File: src/rtl/el2_ifu_ic_mem_arb.sv
// Shares the I-cache array's single read/write port between fetch reads, 8-beat
// line fills and debug array reads/writes (fixed priority fill > dbg wr > dbg rd > fetch).
module el2_ifu_ic_mem_arb (
  input  logic        clock,
  input  logic        reset,
  input  logic        io_fetch_req,
  input  logic [30:0] io_fetch_addr,
  output logic        io_fetch_gnt,
  input  logic        io_fill_req,
  input  logic [30:0] io_fill_addr,
  input  logic [1:0]  io_fill_way,
  input  logic        io_fill_data_vld,
  input  logic [70:0] io_fill_data,
  output logic        io_fill_beat_ack,
  output logic        io_fill_done,
  input  logic        io_dbg_rd_req,
  input  logic        io_dbg_wr_req,
  input  logic [8:0]  io_dbg_addr,
  input  logic [1:0]  io_dbg_way,
  input  logic        io_dbg_tag_array,
  input  logic [70:0] io_dbg_wr_data,
  output logic [70:0] io_dbg_rd_data,
  output logic        io_dbg_done,
  output logic [30:0] io_ic_rw_addr,
  output logic        io_ic_rd_en,
  output logic [1:0]  io_ic_wr_en,
  output logic [70:0] io_ic_wr_data_0,
  output logic [70:0] io_ic_wr_data_1,
  output logic        io_ic_debug_rd_en,
  output logic        io_ic_debug_wr_en,
  output logic [8:0]  io_ic_debug_addr,
  output logic [1:0]  io_ic_debug_way,
  output logic        io_ic_debug_tag_array,
  output logic [70:0] io_ic_debug_wr_data,
  input  logic [70:0] io_ic_debug_rd_data
);

  typedef enum logic [1:0] {IDLE, FILL, DBG_CAP, DBG_DONE} state_t;

  state_t      state, state_nxt;
  logic [2:0]  beat, beat_nxt;
  logic [25:0] base_q;
  logic [1:0]  way_q;
  logic [70:0] dbg_data_q;
  logic        fill_done_q;
  logic        fill_start, dbg_wr_start, dbg_rd_start, beat_wr, port_free;
  logic        wr_fire, dbg_fire;
  logic        unused_fill_lo;

  assign unused_fill_lo = ^io_fill_addr[4:0];

  // The requester keeps io_fill_req high through the done cycle, so it is masked
  // there to avoid re-starting the line it just finished.
  always_comb begin
    state_nxt    = state;
    beat_nxt     = beat;
    fill_start   = 1'b0;
    dbg_wr_start = 1'b0;
    dbg_rd_start = 1'b0;
    beat_wr      = 1'b0;
    port_free    = 1'b0;
    case (state)
      IDLE: begin
        if (io_fill_req && !fill_done_q) begin
          fill_start = 1'b1;
          beat_nxt   = 3'd0;
          state_nxt  = FILL;
        end else if (io_dbg_wr_req) begin
          dbg_wr_start = 1'b1;
          state_nxt    = DBG_DONE;
        end else if (io_dbg_rd_req) begin
          dbg_rd_start = 1'b1;
          state_nxt    = DBG_CAP;
        end else begin
          port_free = 1'b1;
        end
      end
      FILL: begin
        if (io_fill_data_vld) begin
          beat_wr  = 1'b1;
          beat_nxt = beat + 3'd1;
          if (beat == 3'd7) state_nxt = IDLE;
        end else begin
          port_free = 1'b1;
        end
      end
      DBG_CAP:  state_nxt = DBG_DONE;
      DBG_DONE: begin
        port_free = 1'b1;
        state_nxt = IDLE;
      end
      default:  state_nxt = IDLE;
    endcase
  end

  always_ff @(posedge clock) begin
    if (reset) begin
      state       <= IDLE;
      beat        <= 3'd0;
      base_q      <= 26'd0;
      way_q       <= 2'b00;
      dbg_data_q  <= 71'd0;
      fill_done_q <= 1'b0;
    end else begin
      state       <= state_nxt;
      beat        <= beat_nxt;
      fill_done_q <= beat_wr && (beat == 3'd7);
      if (fill_start) begin
        base_q <= io_fill_addr[30:5];
        way_q  <= io_fill_way;
      end
      if (state == DBG_CAP) dbg_data_q <= io_ic_debug_rd_data;
    end
  end

  // Nothing touches the array while reset is asserted, even mid-operation.
  assign wr_fire  = beat_wr & ~reset;
  assign dbg_fire = (dbg_rd_start | dbg_wr_start) & ~reset;

  assign io_fetch_gnt     = io_fetch_req & port_free & ~reset;
  assign io_ic_rd_en      = io_fetch_gnt;
  assign io_fill_beat_ack = wr_fire;
  assign io_fill_done     = fill_done_q & ~reset;
  assign io_dbg_done      = (state == DBG_DONE) & ~reset;
  assign io_dbg_rd_data   = dbg_data_q;

  assign io_ic_wr_en     = wr_fire ? way_q : 2'b00;
  assign io_ic_rw_addr   = wr_fire ? {base_q, beat, 2'b00} : io_fetch_addr;
  assign io_ic_wr_data_0 = wr_fire ? io_fill_data : 71'd0;
  assign io_ic_wr_data_1 = wr_fire ? io_fill_data : 71'd0;

  assign io_ic_debug_rd_en     = dbg_rd_start & ~reset;
  assign io_ic_debug_wr_en     = dbg_wr_start & ~reset;
  assign io_ic_debug_addr      = dbg_fire ? io_dbg_addr : 9'd0;
  assign io_ic_debug_way       = dbg_fire ? io_dbg_way : 2'b00;
  assign io_ic_debug_tag_array = dbg_fire & io_dbg_tag_array;
  assign io_ic_debug_wr_data   = io_ic_debug_wr_en ? io_dbg_wr_data : 71'd0;

endmodule

File: config.mk
export PLATFORM = sky130hd
export DESIGN_NAME = el2_ifu_ic_mem_arb
export DESIGN_NICKNAME = d
export VERILOG_FILES = /design/src/rtl/el2_ifu_ic_mem_arb.sv
export SDC_FILE = /design/constraint.sdc
export NUM_CORES = 1
export LEC_CHECK = 0
export ABC_AREA = 1
export BUFFER_PORTS_ARGS = -buffer_cell sky130_fd_sc_hd__clkbuf_2
export CORE_AREA = 4 4 245 247
export DETAILED_ROUTE_END_ITERATION = 8
export DIE_AREA = 0 0 249 251
export PLACE_DENSITY_LB_ADDON = 0.2
export SYNTH_ARGS = -nofsm -noshare
export SYNTH_HDL_FRONTEND = slang
export SYNTH_SLANG_ARGS = --single-unit
export TNS_END_PERCENT = 5
File: constraint.sdc
create_clock -name clock -period 1.35 [get_ports clock]
set_input_delay 0.2025 -clock clock [delete_from_list [all_inputs] [get_ports clock]]
set_output_delay 0.2025 -clock clock [all_outputs]
set_load 0.02 [all_outputs]
# Word level (Yosys, flattened, before mapping)
# Index checks and enable logic that the tools add are counted.
[word_totals] reg_bits=105 inputBits=296 wordCells=64 output_inout_bits=336
[op_classes] n_reduce_logical=7 bitwise=11 muxes=31 add_sub_neg=1 n_eq_ne=8
[op_table] cell="$mux W71" count=2
[op_table] cell="$mux W31" count=1
[op_table] cell="$mux W1" count=15
[op_table] cell="$mux W2" count=7
[op_table] cell="$and A1 B1 Y1" count=9
[op_table] cell="$mux W9" count=1
[op_table] cell="$pmux W2 S4" count=1
[op_table] cell="$mux W3" count=2
[op_table] cell="$ne A2 B2 Y1 const B" count=3
[op_table] cell="$pmux W3 S2" count=1
[op_table] cell="$reduce_and A3 Y1" count=2
[op_table] cell="$eq A2 B2 Y1 const B" count=2
[op_table] cell="$ne A4 B4 Y1 const B" count=1
[op_table] cell="$add A3 B1 Y3 const B" count=1
[op_table] cell="$eq A3 B3 Y1 const B" count=1
[op_table] cell="$pmux W1 S3" count=1
[op_table] cell="$eq A2 B1 Y1 const B" count=1
[op_table] cell="$logic_and A1 B1 Y1" count=2
[op_table] cell="$logic_not A2 Y1" count=1
[op_table] cell="$reduce_bool A2 Y1" count=1
[op_table] cell="$logic_not A1 Y1" count=1
[op_table] cell="$not A1 Y1" count=1
[op_table] cell="$or A1 B1 Y1" count=1

# Logic depth before layout (Yosys ltp)
[logic_depth] depth_word=7 mapped_depth=8

# Worst setup path after synthesis
# No wires, ideal clock.
[synth_path] path_kind="reg-to-output" startpoint="reg state[0]" endpoint="out io_ic_wr_data_1[20]" path_buffers=3 path_stages_with_launch=8 arrival_time_ns=1.553 required_ns=1.148 path_slack_ns=-0.406 cell_sequence="dfxtp_1 > nand3_4 > nor2_4 > inv_2 > buf_6 > buf_6 > nor2_1 > buf_4"
[synth_between] elab_chain_len=4
[synth_rtl] element="start, declared" line_no="40" source="state_t state, state_nxt;"
[synth_rtl] element="start signal, assigned" line_no="105" source="state <= state_nxt;"
[synth_rtl] element="$eq A2 B1 Y1" line_no="62" source="case (state)"
[synth_rtl] element="$mux W1" line_no="62"
[synth_rtl] element="$and A1 B1 Y1" line_no="117" source="assign wr_fire = beat_wr & ~reset;"
[synth_rtl] element="$mux W71"
[synth_rtl] element="end, declared" line_no="28" source="output logic [70:0] io_ic_wr_data_1,"
# No other way between the ends.

# Worst setup path in the final report
[layout_path] startpoint="reg state[1]" endpoint="out io_ic_wr_data_0[41]"
[layout_between] elab_chain_len=4
[layout_rtl] element="$eq A2 B1 Y1" line_no="62"
[layout_rtl] element="$mux W1" line_no="62"
[layout_rtl] element="$and A1 B1 Y1" line_no="117"
[layout_rtl] element="$mux W71" line_no="129" source="assign io_ic_wr_data_0 = wr_fire ? io_fill_data : 71'd0;"
[layout_rtl] element="end, declared" line_no="27" source="output logic [70:0] io_ic_wr_data_0,"
# No other way between the ends.

==> impl_metrics.csv <==
group,metric,value,unit
worst_hold_path,hold_class,"in -> reg",
clock_tree,ctsRootBufferMaster,"clkbuf_16",
floorplan,die_w,249,um
timing,setup_ws,-0.5949,ns
finish,syn_to_final_growth,97.58,%
outcome,failed_checks,"negative setup slack",
route,wl,37.39,mm
worst_setup_path,r2r-end,"base_q[0]",
worst_setup_path,crit_chain,"inv_4 > nand3_4 > nor2_4 > inv_8 > buf_12 > nor2_4 > clkbuf_4",
power_and_ir_drop,power_frac_seq,0.382,
timing,finalCritPeriodShare,1.441,
route,via_per_inst,3.394,
timing,worstMarginPinSlew,0.3765,ns
run,max_cap_violations,0,
worst_setup_path,cp_max_fo,23,
timing,setup_viol,293,
clock_tree,holdBufCountCts,0,
synth,yosysWarnings,0,
route,drc,0,
synth,yosys.area.top_type_share,0.3527,
worst_setup_path,cp.required,1.15,ns
timing,fmax,514.2,MHz
synth,synth-async-reset-ratio,0,
timing,clock_skew,0.01127,ns
power_and_ir_drop,pwr-share-comb,0.330,
timing,slew_headroom,0.7490,
worst_setup_path,reg2reg_slack,-0.08,ns
clock_tree,clock_sink_count,105,
worst_hold_path,min-delay-start,"io_ic_debug_rd_data[33]",
route,initialDrtViolationCount,312,
place,placed_cells,2293,
route,dr.pass1.iters,5,
timing,grt_setup_unrepaired,"yes",
power_and_ir_drop,leakagePower,6.434,nW
synth,ys_top_cells_by_count,"nor2_1 (366), inv_1 (167), dfxtp_1 (105)",
worst_setup_path,crit_type,"reg -> out",
finish,utilization,0.2045,
global_route,grt_pass1_vias,8019,
synth,syn_area,5959,um2
synth,yosysSeqAreaShare,0.3527,
worst_setup_path,timing.critical_path.mode_cell,"nor2_4",
clock_tree,cts_made_buffers,9,
worst_setup_path,rr_worst_depth,9,
worst_setup_path,crit_path_start_kind,"register",
worst_setup_path,crit_slowest_cell,"dfxtp_2",
floorplan,rows,88,
floorplan,dieArea,62500,um2
outcome,status,"complete, but fails checks",
timing,setup_total_negative_slack,-131.16,ns
floorplan,core_area,57590,um2
synth,synth_area_leader_cell,"dfxtp_1",
synth,syn-num-nets,1285,
place,hpwlAfterDp,31.24,mm
finish,fin_nets,1842,
global_route,antenna_found_initial,5,
synth,synth_flop_cell,"dfxtp_1",
floorplan,die_h,251,um
global_route,overflow,0,
power_and_ir_drop,pwr-share-clk,0.288,
worst_hold_path,hold_end,"io_dbg_rd_data[33]",
synth,yosys-top-cells-area,"dfxtp_1 (35%), nor2_1 (23%), inv_1 (11%)",
finish,fill_cells,6562,
floorplan,io_pins,632,
clock_tree,htree_num_levels,3,
synth,syn_avg_cell_area,6.038,um2
synth,synth_seq_cells,105,
power_and_ir_drop,powerDensity,774.2,nW/um2
place,dp_slack,-0.3003,ns
timing,hold_viol_final,0,
global_route,grt_max_degree,84,
synth,syn-instance-count,987,
power_and_ir_drop,peakVddDrop,0.0005961,V
worst_setup_path,worst_ep_arrival_time,1.74,ns
floorplan,initial_core_util,0.1035,
route,vias,7856,
place,io_buffers,626,
clock_tree,clkLatencyLatePin,0.38,ns
power_and_ir_drop,swShare,0.3550,
route,wl_per_cell,16.15,um
clock_tree,clockBufferDepth,2,
finish,stdcell_count,2315,
synth,yosysMostFrequentCell,"nor2_1",
worst_setup_path,end_kind,"output pin",
route,postRouteAntennaNets,0,
place,routabilityCongestion,0.8871,
worst_hold_path,holdPathStages,3,
timing,period_minus_slack,1.945,ns
finish,drive_above_1_share,0.5090,
worst_setup_path,r2r-start,"state[0]",
power_and_ir_drop,intPower,5.880,mW
timing,drv_slew,0,
power_and_ir_drop,switching_power,3.236,mW
global_route,grt_pass1_wl,53.27,mm
clock_tree,path_clk_slew,0.07,ns
synth,synth-edff-count,0,
synth,ys_types,22,
worst_setup_path,slowest_delay,0.33,ns
global_route,grt_usage,0.1132,
clock_tree,cts_tree,"done",
timing,whs,0.04429,ns
[routing by layer]
layer,routed length (um),GRT usage,vias up
met1,13450,0.1159,3535
met2,19880,0.2156,359
met3,3060,0.04004,25
met4,969,0.03574,4
met5,25,0,-
li1,-,-,3933
[cells by family (layout without fill, tap and decap cells)]
kind of cell,after synthesis,after routing,synth area share
AND/OR/NAND/NOR,474,474,0.3063
adder cells (fa/ha/maj),2,2,0.004198
buffers and inverters,297,858,0.2448
other,0,2,0
AO/OA/AOI/OAI,109,109,0.09196
flip-flops,105,105,0.3527
[critical path, delay by kind of cell, from the launching register on]
kind	cells	cell delay, ns
flops	1	0.33
simple gates	3	0.42
buf+inv	4	0.55
[how the worst max path moves through the flow]
stage	start	slack, ns	endpoint
after global routing	state[0]	-0.68	io_ic_debug_addr[4]
after global placement	state[0]	-0.34	io_ic_debug_wr_data[27]
after floorplan	state[1]	-0.16	io_ic_wr_data_1[31]
after detailed placement	state[1]	-0.30	io_ic_debug_wr_data[27]
final	state[1]	-0.59	io_ic_wr_data_0[41]
after CTS	state[1]	-0.64	io_ic_rw_addr[21]
[placed cells by master (no fill, tap or decap), types with 2 or more instances in the layout]
cell type,Yosys,final
o21ai_0,102,101
inv_8,0,2
clkbuf_2,0,365
buf_8,0,14
buf_2,23,4
ha_1,2,2
inv_2,5,3
buf_6,6,13
nand2_2,1,5
dfxtp_1,105,103
clkinv_2,0,2
buf_4,72,29
nor2_2,1,8
buf_12,0,24
clkbuf_16,0,11
nor2_4,1,76
nand2_1,94,90
nor2_1,366,284
a21oi_1,6,5
clkbuf_4,0,195
diode_2,0,2
inv_1,167,166
nand3_1,6,6
clkbuf_8,0,26
[final cells by class]
cell class	instances	area, um2	area share
repair buffers	671	4760	0.4042
clock inverters	4	27.53	0.002338
well taps	765	957.2	0.08129
diodes	2	5.005	0.0004250
multi-input cells	585	3013	0.2559
flip-flops and latches	105	2107	0.1789
inverters	172	663.1	0.05632
clock buffers	11	242.7	0.02061
[repair_timing]
item / in CTS / in global routing
hold endpoints to repair: 0 / 0
gates resized for setup: 299 / 63
setup endpoints to repair: 293 / 339
pin swaps: 2 / 12
gates cloned: 0 / 2
buffers inserted: 3 / 0
[metrics by stage]
| stage | power [mW] | cell area, um2 |
|---|---|---|
| 2_1_floorplan | 5.078 | 6516 |
| 3_3_place_gp | 6.373 | 10390 |
| 3_5_place_dp | 6.368 | 10390 |
| 4_1_cts | 9.324 | 11610 |
| 5_1_grt | 9.749 | 11770 |
| 6_report | 9.116 | 11780 |
[state kept, by name (all words and copies together), names as in the netlist]
register and count:
beat 3, way_q 2, fill_done_q 1, io_dbg_rd_data 71, base_q 26, state 2
[power groups by stage]
stage	logic [mW]	registers, mW	clock network, mW
floorplan	1.35	3.73	0
global placement	2.82	3.55	0
detailed placement	2.82	3.55	0
CTS	3.01	3.48	2.83
global route	3.28	3.52	2.95
finish	3.01	3.48	2.62
(Power assumes the default switching activity.)
